==> src/rtl/multi_rate_tick_gen_pkg.sv <==
// Shared definitions for the multi-channel tick generator: channel modes and
// default widths/periods.
package multi_rate_tick_gen_pkg;

  localparam int          CNT_W_DEF          = 31;
  localparam int unsigned DEFAULT_PERIOD_DEF = 50_000_000;

  typedef enum logic [1:0] {
    MODE_FREE    = 2'b00,
    MODE_ONESHOT = 2'b01,
    MODE_HOLD    = 2'b10,
    MODE_RSVD    = 2'b11
  } mode_e;

  // Whether a channel in mode m advances its counter; the reserved code runs as FREE.
  function automatic logic mode_counts(input mode_e m, input logic armed);
    case (m)
      MODE_ONESHOT: return armed;
      MODE_HOLD:    return 1'b0;
      default:      return 1'b1;
    endcase
  endfunction

endpackage

==> src/rtl/multi_rate_tick_gen_if.sv <==
// Control/status bundle of the tick generator; the controller holds the master
// side, the generator the slave side.
interface multi_rate_tick_gen_if
  import multi_rate_tick_gen_pkg::*;
#(
  parameter int CHANNELS = 4,
  parameter int CNT_W    = CNT_W_DEF
);
  logic [CHANNELS-1:0]       en;
  logic [2*CHANNELS-1:0]     mode;
  logic [CNT_W*CHANNELS-1:0] period;
  logic [CHANNELS-1:0]       load;
  logic [CHANNELS-1:0]       restart;
  logic [CHANNELS-1:0]       tick;
  logic [CHANNELS-1:0]       clk_out;
  logic [CHANNELS-1:0]       busy;

  modport master (
    output en, mode, period, load, restart,
    input  tick, clk_out, busy
  );

  modport slave (
    input  en, mode, period, load, restart,
    output tick, clk_out, busy
  );
endinterface

==> src/rtl/multi_rate_tick_gen_tick_channel.sv <==
// One tick channel: wrap counter with glitch-free period update, one-shot arming,
// single-cycle tick and 50%-duty toggle output.
module tick_channel
  import multi_rate_tick_gen_pkg::*;
#(
  parameter int          CNT_W          = CNT_W_DEF,
  parameter int unsigned DEFAULT_PERIOD = DEFAULT_PERIOD_DEF
) (
  input  logic             clk,
  input  logic             rst_n,
  input  logic             en_i,
  input  logic [1:0]       mode_i,
  input  logic [CNT_W-1:0] period_i,
  input  logic             load_i,
  input  logic             restart_i,
  output logic             tick_o,
  output logic             clk_out_o,
  output logic             busy_o
);

  localparam logic [CNT_W-1:0] RST_PRD = CNT_W'(DEFAULT_PERIOD);

  logic [CNT_W-1:0] cnt_q, cnt_d;
  logic [CNT_W-1:0] prd_q, prd_d;
  logic [CNT_W-1:0] pend_q, pend_d;
  logic             pend_vld_q, pend_vld_d;
  logic             armed_q, armed_d;
  logic             clk_out_q, clk_out_d;
  logic             tick_q, tick_d;
  logic             busy_q, busy_d;

  mode_e mode;
  logic  run;
  logic  term;

  assign mode = mode_e'(mode_i);
  assign run  = en_i & mode_counts(mode, armed_q);
  // >= rather than == so a period shrunk below cnt wraps at once instead of overrunning.
  assign term = run & (cnt_q >= prd_q);

  always_comb begin
    cnt_d      = cnt_q;
    prd_d      = prd_q;
    pend_d     = pend_q;
    pend_vld_d = pend_vld_q;
    armed_d    = armed_q;
    clk_out_d  = clk_out_q;
    tick_d     = 1'b0;

    if (restart_i) begin
      cnt_d      = '0;
      clk_out_d  = 1'b0;
      armed_d    = 1'b1;
      pend_vld_d = 1'b0;
      if (load_i) begin
        prd_d = period_i;
      end else if (pend_vld_q) begin
        prd_d = pend_q;
      end
    end else begin
      if (term) begin
        cnt_d     = '0;
        tick_d    = 1'b1;
        clk_out_d = ~clk_out_q;
        if (mode == MODE_ONESHOT) begin
          armed_d = 1'b0;
        end
      end else if (run) begin
        cnt_d = cnt_q + 1'b1;
      end

      // A new period only takes effect at a wrap, or straight away when the counter is parked.
      if (load_i) begin
        if (term || !run) begin
          prd_d      = period_i;
          pend_vld_d = 1'b0;
        end else begin
          pend_d     = period_i;
          pend_vld_d = 1'b1;
        end
      end else if (pend_vld_q && (term || !run)) begin
        prd_d      = pend_q;
        pend_vld_d = 1'b0;
      end
    end

    busy_d = en_i & mode_counts(mode, armed_d);
  end

  always_ff @(posedge clk or negedge rst_n) begin
    if (!rst_n) begin
      cnt_q      <= '0;
      prd_q      <= RST_PRD;
      pend_q     <= '0;
      pend_vld_q <= 1'b0;
      armed_q    <= 1'b0;
      clk_out_q  <= 1'b0;
      tick_q     <= 1'b0;
      busy_q     <= 1'b0;
    end else begin
      cnt_q      <= cnt_d;
      prd_q      <= prd_d;
      pend_q     <= pend_d;
      pend_vld_q <= pend_vld_d;
      armed_q    <= armed_d;
      clk_out_q  <= clk_out_d;
      tick_q     <= tick_d;
      busy_q     <= busy_d;
    end
  end

  assign tick_o    = tick_q;
  assign clk_out_o = clk_out_q;
  assign busy_o    = busy_q;

endmodule

==> src/rtl/multi_rate_tick_gen.sv <==
// Multi-channel tick generator: CHANNELS independent tick_channel instances,
// the top only slices the packed buses.
module multi_rate_tick_gen
  import multi_rate_tick_gen_pkg::*;
#(
  parameter int          CHANNELS       = 4,
  parameter int          CNT_W          = CNT_W_DEF,
  parameter int unsigned DEFAULT_PERIOD = DEFAULT_PERIOD_DEF
) (
  input  logic                 clk,
  input  logic                 rst_n,
  multi_rate_tick_gen_if.slave bus
);

  logic [CHANNELS-1:0] tick_w;
  logic [CHANNELS-1:0] clk_out_w;
  logic [CHANNELS-1:0] busy_w;

  for (genvar i = 0; i < CHANNELS; i++) begin : g_ch
    tick_channel #(
      .CNT_W          (CNT_W),
      .DEFAULT_PERIOD (DEFAULT_PERIOD)
    ) u_ch (
      .clk       (clk),
      .rst_n     (rst_n),
      .en_i      (bus.en[i]),
      .mode_i    (bus.mode[2*i +: 2]),
      .period_i  (bus.period[CNT_W*i +: CNT_W]),
      .load_i    (bus.load[i]),
      .restart_i (bus.restart[i]),
      .tick_o    (tick_w[i]),
      .clk_out_o (clk_out_w[i]),
      .busy_o    (busy_w[i])
    );
  end

  assign bus.tick    = tick_w;
  assign bus.clk_out = clk_out_w;
  assign bus.busy    = busy_w;

endmodule
==> src/flat_wrapper.sv <==
// flat-port wrapper written by rule: the top's interface ports become plain ports
module multi_rate_tick_gen_flat import multi_rate_tick_gen_pkg::*;
#(
  parameter int          CHANNELS       = 4,
  parameter int          CNT_W          = CNT_W_DEF,
  parameter int unsigned DEFAULT_PERIOD = DEFAULT_PERIOD_DEF
)
  (clk, rst_n, bus_en, bus_mode, bus_period, bus_load, bus_restart, bus_tick, bus_clk_out, bus_busy);
  multi_rate_tick_gen_if #(.CHANNELS(CHANNELS), .CNT_W(CNT_W)) bus_i ();
  input  logic clk;
  input  logic rst_n;
  input wire logic [$bits(bus_i.en)-1:0] bus_en;
  input wire logic [$bits(bus_i.mode)-1:0] bus_mode;
  input wire logic [$bits(bus_i.period)-1:0] bus_period;
  input wire logic [$bits(bus_i.load)-1:0] bus_load;
  input wire logic [$bits(bus_i.restart)-1:0] bus_restart;
  output wire logic [$bits(bus_i.tick)-1:0] bus_tick;
  output wire logic [$bits(bus_i.clk_out)-1:0] bus_clk_out;
  output wire logic [$bits(bus_i.busy)-1:0] bus_busy;
  assign bus_i.en = bus_en;
  assign bus_i.mode = bus_mode;
  assign bus_i.period = bus_period;
  assign bus_i.load = bus_load;
  assign bus_i.restart = bus_restart;
  assign bus_tick = bus_i.tick;
  assign bus_clk_out = bus_i.clk_out;
  assign bus_busy = bus_i.busy;
  multi_rate_tick_gen #(.CHANNELS(CHANNELS), .CNT_W(CNT_W), .DEFAULT_PERIOD(DEFAULT_PERIOD)) u_core (.clk(clk), .rst_n(rst_n), .bus(bus_i));
endmodule
==> config.mk <==
export PLATFORM = sky130hd
export DESIGN_NAME = multi_rate_tick_gen_flat
export DESIGN_NICKNAME = d
export VERILOG_FILES = /design/src/rtl/multi_rate_tick_gen_pkg.sv /design/src/rtl/multi_rate_tick_gen_if.sv /design/src/rtl/multi_rate_tick_gen_tick_channel.sv /design/src/rtl/multi_rate_tick_gen.sv /design/src/flat_wrapper.sv
export SDC_FILE = /design/constraint.sdc
export NUM_CORES = 1
export LEC_CHECK = 0
export BUFFER_PORTS_ARGS = -buffer_cell sky130_fd_sc_hd__buf_4
export CORE_MARGIN = 4
export CORE_UTILIZATION = 55
export DETAILED_ROUTE_END_ITERATION = 7
export GPL_TIMING_DRIVEN = 0
export PLACE_DENSITY = 0.77
export SETUP_SLACK_MARGIN = 0.5
export SYNTH_ARGS = -nofsm -noshare
export SYNTH_HDL_FRONTEND = slang
export SYNTH_HIERARCHICAL = 1
export SYNTH_SLANG_ARGS = --single-unit
==> constraint.sdc <==
create_clock -name clk -period 2.6 [get_ports clk]
set_input_delay 0.26 -clock clk [delete_from_list [all_inputs] [get_ports clk]]
set_output_delay 0.26 -clock clk [all_outputs]
set_load 0.02 [all_outputs]
==> Word level (Yosys, flattened, before mapping) <==
Index checks and enable logic that the tools add are counted.
{ "word_totals": {"in_bits": 146, "romBits": 0, "memories": 0, "word_cells": 200, "ramBits": 0, "latchBits": 0, "reg_bits": 392} }
{ "classes": {"reduce_logical": 32, "n_shift": 0, "n_lt_le_gt_ge": 4, "n_div": 0, "n_eq_ne": 16, "muxes": 88, "add_sub_neg": 4, "bitwise_logic": 24, "multipliers": 0} }
{ "ops": {"columns": ["cell", "n"], "rows": [
  ["$mux 31", 36],
  ["$add 31x1->31 const B", 4],
  ["$ge 31x31->1", 4],
  ["$mux 1", 44],
  ["$reduce_and 3->1", 8],
  ["$reduce_bool 3->1", 8],
  ["$pmux 1 s2", 8],
  ["$and 1x1->1", 12],
  ["$ne 3x1->1 const B", 4],
  ["$ne 3x2->1 const B", 4],
  ["$not 1->1", 12],
  ["$eq 2x1->1 const B", 4],
  ["$eq 2x2->1 const B", 4],
  ["$reduce_bool 2->1", 4],
  ["$logic_and 1x1->1", 4],
  ["$logic_not 1->1", 4],
  ["$logic_or 1x1->1", 4]
]} }

==> Logic depth before layout (Yosys ltp) <==
{ "depth": {"ltp_word": 9, "depth_mapped": 11} }

==> Cells and area by module <==
The synthesis kept the hierarchy.
{ "modules_own_cells": {"columns": ["mod", "n_inst", "area_per_inst_um2", "cells_per_inst"], "rows": [
  ["tick_channel (u_core.g_ch[0].u_ch ...)", 3, 5316.3, 512],
  ["tick_channel (u_core.g_ch[3].u_ch)", 1, 5416.4, 532]
]} }

==> Least setup slack after synthesis <==
No wires, ideal clock.
{ "synth_path": {"kind": "reg2reg", "start": "register u_core.g_ch[0].u_ch.prd_q[7]", "end": "register u_core.g_ch[0].u_ch.pend_q[0]", "required_ps": 2473, "stages_incl_launch_ff": 12, "arrival_time_ps": 2733, "path_slack_ps": -261, "setup_time_ps": 127, "path_cell_list": "dfstp_2 inv_1 ha_1 o21ai_1 a211oi_1 a2111oi_2 a211oi_2 nor4_4 and2_1 buf_2 buf_6 mux2_1"} }
{ "synth_via": {"elab_chain_len": 5} }
{ "synth_rtl": {"columns": ["element", "line", "rtl"], "rows": [
  ["start, declared", "multi_rate_tick_gen_tick_channel.sv:24", "logic [CNT_W-1:0] prd_q, prd_d;"],
  ["start signal, assigned", "multi_rate_tick_gen_tick_channel.sv:102", "prd_q <= prd_d;"],
  ["$ge 31x31->1", "multi_rate_tick_gen_tick_channel.sv:39", "assign term = run & (cnt_q >= prd_q);"],
  ["$and 1x1->1", "multi_rate_tick_gen_tick_channel.sv:39", null],
  ["$logic_or 1x1->1", "multi_rate_tick_gen_tick_channel.sv:74", "if (term || !run) begin"],
  ["$not 1->1 (no line)", null, null],
  ["$reduce_and 3->1 (no line)", null, null],
  ["end signal, assigned", "multi_rate_tick_gen_tick_channel.sv:103", "pend_q <= pend_d;"],
  ["end, declared", "multi_rate_tick_gen_tick_channel.sv:25", "logic [CNT_W-1:0] pend_q, pend_d;"]
]} }
No other way between the ends.
A chain may end at the register's enable or synchronous reset.

==> Worst setup path after layout <==
{ "layout_path": {"start": "register u_core.g_ch[1].u_ch.prd_q[12]", "end": "register u_core.g_ch[1].u_ch.pend_q[0]"} }
{ "layout_via": {"elab_chain_len": 5} }
{ "layout_rtl": {"columns": ["element", "line"], "rows": [
  ["start, declared", "multi_rate_tick_gen_tick_channel.sv:24"],
  ["start signal, assigned", "multi_rate_tick_gen_tick_channel.sv:102"],
  ["$ge 31x31->1", "multi_rate_tick_gen_tick_channel.sv:39"],
  ["$and 1x1->1", "multi_rate_tick_gen_tick_channel.sv:39"],
  ["$logic_or 1x1->1", "multi_rate_tick_gen_tick_channel.sv:74"],
  ["$not 1->1 (no line)", null],
  ["$reduce_and 3->1 (no line)", null],
  ["end signal, assigned", "multi_rate_tick_gen_tick_channel.sv:103"],
  ["end, declared", "multi_rate_tick_gen_tick_channel.sv:25"]
]} }
No other way between the ends.

==> results.cfg <==
[status]
outcome = finished, violations left
violations = negative setup slack

[routing]
antenna_left = 0
wl_mm = 68.8
drt_pass1_iterations = 7
drc_errors = 0
drt_iter0_markers = 1368
dr_total_vias = 18800
viasPerCell = 6.11
wl_per_cell_um = 22.4

[yosys]
ys_types = 63
synth_top_area_share_pct = 40.3
synth.avg_cell_area_um2 = 10.3
synth_edf_count = 0
synthCells = 2068
netlist_area_um2 = 21400
synth_most_common_cell = dfrtp_1
ys.flop_type = dfrtp_1
synth-async-reset-ratio_pct = 100
syn-num-nets = 2342
ys_ff_latch = 392
ys_warn_count = 6
synth.top_cells.by_area = dfrtp_1 40%, ha_1 7.5%, mux2_1 6.4%
synth_area_leader_cell = dfrtp_1
synthTopCellsByCount = 344 x dfrtp_1, 180 x a21oi_1, 142 x nor2_1
ys_seq_area_share_pct = 46.2

[global_routing]
grt_pass1_wl_mm = 102
grt_max_degree = 109
grt.overflow.total = 0
track_usage_pct = 29.9
grt_pass1_vias = 19500
antenna_found_initial = 2

[setup_path]
critPathCaptureType = flip-flop
startpoint_type = flip-flop
path_max_fanout = 6
cp-startpoint = u_core/g_ch[1].u_ch/prd_q[12]
r2r_start = u_core/g_ch[1].u_ch/prd_q[12]
crit_required_ns = 3.04
crit_arrival_ns = 3.59
criticalPathCategory = reg -> reg

[placed_design]
io_buffers = 153
dp_hpwl_mm = 36.9
routabilityCongestion = 0.837

[finish]
area_growth_pct = 43.0
postLayoutCoreUtil_pct = 80.3
fillerInstances = 2004
layout-drive-gt1-share_pct = 34.0
nets = 2803

[sta]
hold_viol = 0
setup_viol = 311
drv_slew = 0
period_needed_ns = 3.15
fmax_ghz = 0.317
tightest_slew_ns = 1.00
fin_skew_ns = 0.0172
rsz0062_at_grt = yes
fin_crit_sh_pct = 121
slew_headroom_pct = 33.0
setup_ws_ns = -0.553

[floorplan]
rows = 71
fp.dieH_um = 205
dieArea_um2 = 42100
core_um2 = 38000
die_w_um = 205
io_pins = 158
initial_utilization_pct = 56.2

[pwr]
power.total_uw = 17500
p_leak_uw = 0.0137
ir_drop_v = 0.000557
pwr_density_cell_nw_per_um2 = 574

[clock_tree]
clk_pin_slew_ns = 0.06
cts_root_buf = clkbuf_16
cts_tree = done
htree_num_levels = 2
cts_num_sinks = 392
clock_path_buffers = 3
cts_made_buffers = 43
clk_latency_ns = 0.57

[hold_path]
hold_class = in -> reg
min_from = bus_mode[5]

[run]
max-cap-violations = 0
[layout by cell type (no fill, tap or decap), types with 13 or more instances in the layout]
master           n
a21o_1          14
a21oi_1        171
a31oi_1         20
and3_1          27
and3b_1        116
and4_1          16
buf_12          23
buf_4          219
buf_6           38
buf_8           21
clkbuf_1        62
clkbuf_16       53
dfrtp_1        332
dfstp_2         48
dlygate4sd3_1  134
ha_1            95
ha_4            30
inv_1          120
inv_2           19
mux2_4         124
nand2_1        121
nand2b_1        13
nand3_1         69
nand4_1         41
nor2_1         113
nor2_4          17
nor2b_1         16
nor3_1          33
o2bb2ai_2       81
o2bb2ai_4       30
xnor2_1         22
xor2_1          60
[sequential cells by signal, indices dropped and copies added, names as in the netlist]
| signal | flops |
|---|---|
| u_core/g_ch.u_ch/pend_vld_q | 4 |
| u_core/g_ch.u_ch/cnt_q | 124 |
| u_core/g_ch.u_ch/armed_q | 4 |
| u_core/g_ch.u_ch/pend_q | 124 |
| u_core/g_ch.u_ch/prd_q | 124 |
| u_core/g_ch.u_ch/clk_out_o | 4 |
| u_core/g_ch.u_ch/busy_o | 4 |
| u_core/g_ch.u_ch/tick_o | 4 |
[cell type report]
| cell class | count | area, um2 | area share [%] |
|---|---|---|---|
| multi-input cells | 1432 | 13000 | 42.5 |
| clock buffers | 65 | 1310 | 4.29 |
| plain buffers | 105 | 935 | 3.06 |
| inverters | 139 | 522 | 1.71 |
| flip-flops and latches | 392 | 9880 | 32.4 |
| diodes | 2 | 5.00 | 0.0164 |
| clock inverters | 14 | 203 | 0.663 |
| repair buffers | 416 | 4070 | 13.3 |
| well taps | 511 | 639 | 2.09 |
[routing by layer]
layer / global-route usage (%) / routed length, um / vias to the layer above
li1: - / - / 8350
met1: 37.1 / 27100 / 9525
met2: 51.5 / 35300 / 678
met3: 4.73 / 3020 / 256
met4: 13.4 / 3360 / 0
met5: 0 / 0 / -
[logic make-up after synthesis]
kind of cell,Yosys count,synth area share (%)
AO/OA/AOI/OAI,430,13.6
buffers and inverters,244,4.83
adder cells (fa/ha/maj),128,7.50
multiplexers,127,6.69
AND/OR/NAND/NOR,665,17.8
flip-flops,392,46.2
XOR/XNOR,82,3.36
[power breakdown]
part	internal (uW)	switching, uW
Combinational	1910	1580
Sequential	6890	537
Clock	3980	2650
[per-stage QoR]
stage	setup WS (ns)	area, um2	std cells	hold WS [ns]	TNS (ns)
final	-0.553	30500	3076	0.0458	-104.33
after global routing	-0.613	30500	3076	0.0494	-138.76
after CTS	-0.381	29100	3036	0.00352	-61.77
after detailed placement	-0.708	24200	2735	0.387	-139.18
after global placement	-2.56	24100	2732	0.459	-1049.91
after floorplan	-0.176	22300	2068	-0.0356	-15.72
[critical path: stages (launching register included)]
cell	delay [ns]
dfstp_2	0.54
inv_2	0.05
ha_4	0.21
nand4_1	0.19
a211oi_2	0.07
a2111oi_2	0.44
a211oi_2	0.13
buf_4	0.17
nor4_4	0.19
buf_4	0.18
and2_4	0.16
buf_12	0.14
buf_12	0.11
buf_16	0.12
mux2_4	0.31
[repair_timing]
item | CTS | global route
hold endpoints to repair | 294 | 0
gates cloned | 20 | 8
endpoints found under the setup margin | 392 | 392
hold buffers | 134 | 0
gates resized for setup | 256 | 212
pin swaps | 69 | 68
buffers inserted | 68 | 30
[final timing paths]
path                                                 end  slack (ns)  cells past startpoint
setup / recovery           u_core/g_ch[1].u_ch/pend_q[0]       -0.55                     14
hold / removal                u_core/g_ch[2].u_ch/busy_o        0.05                      4
setup reg to reg           u_core/g_ch[1].u_ch/pend_q[0]       -0.55                     14
hold reg to reg            u_core/g_ch[2].u_ch/prd_q[22]        0.48                      1
max in group asynchronous  u_core/g_ch[2].u_ch/prd_q[25]        0.86                      4
min in group asynchronous     u_core/g_ch[0].u_ch/tick_o        0.31                      2
No activity file was read; power rests on OpenSTA's default activity.
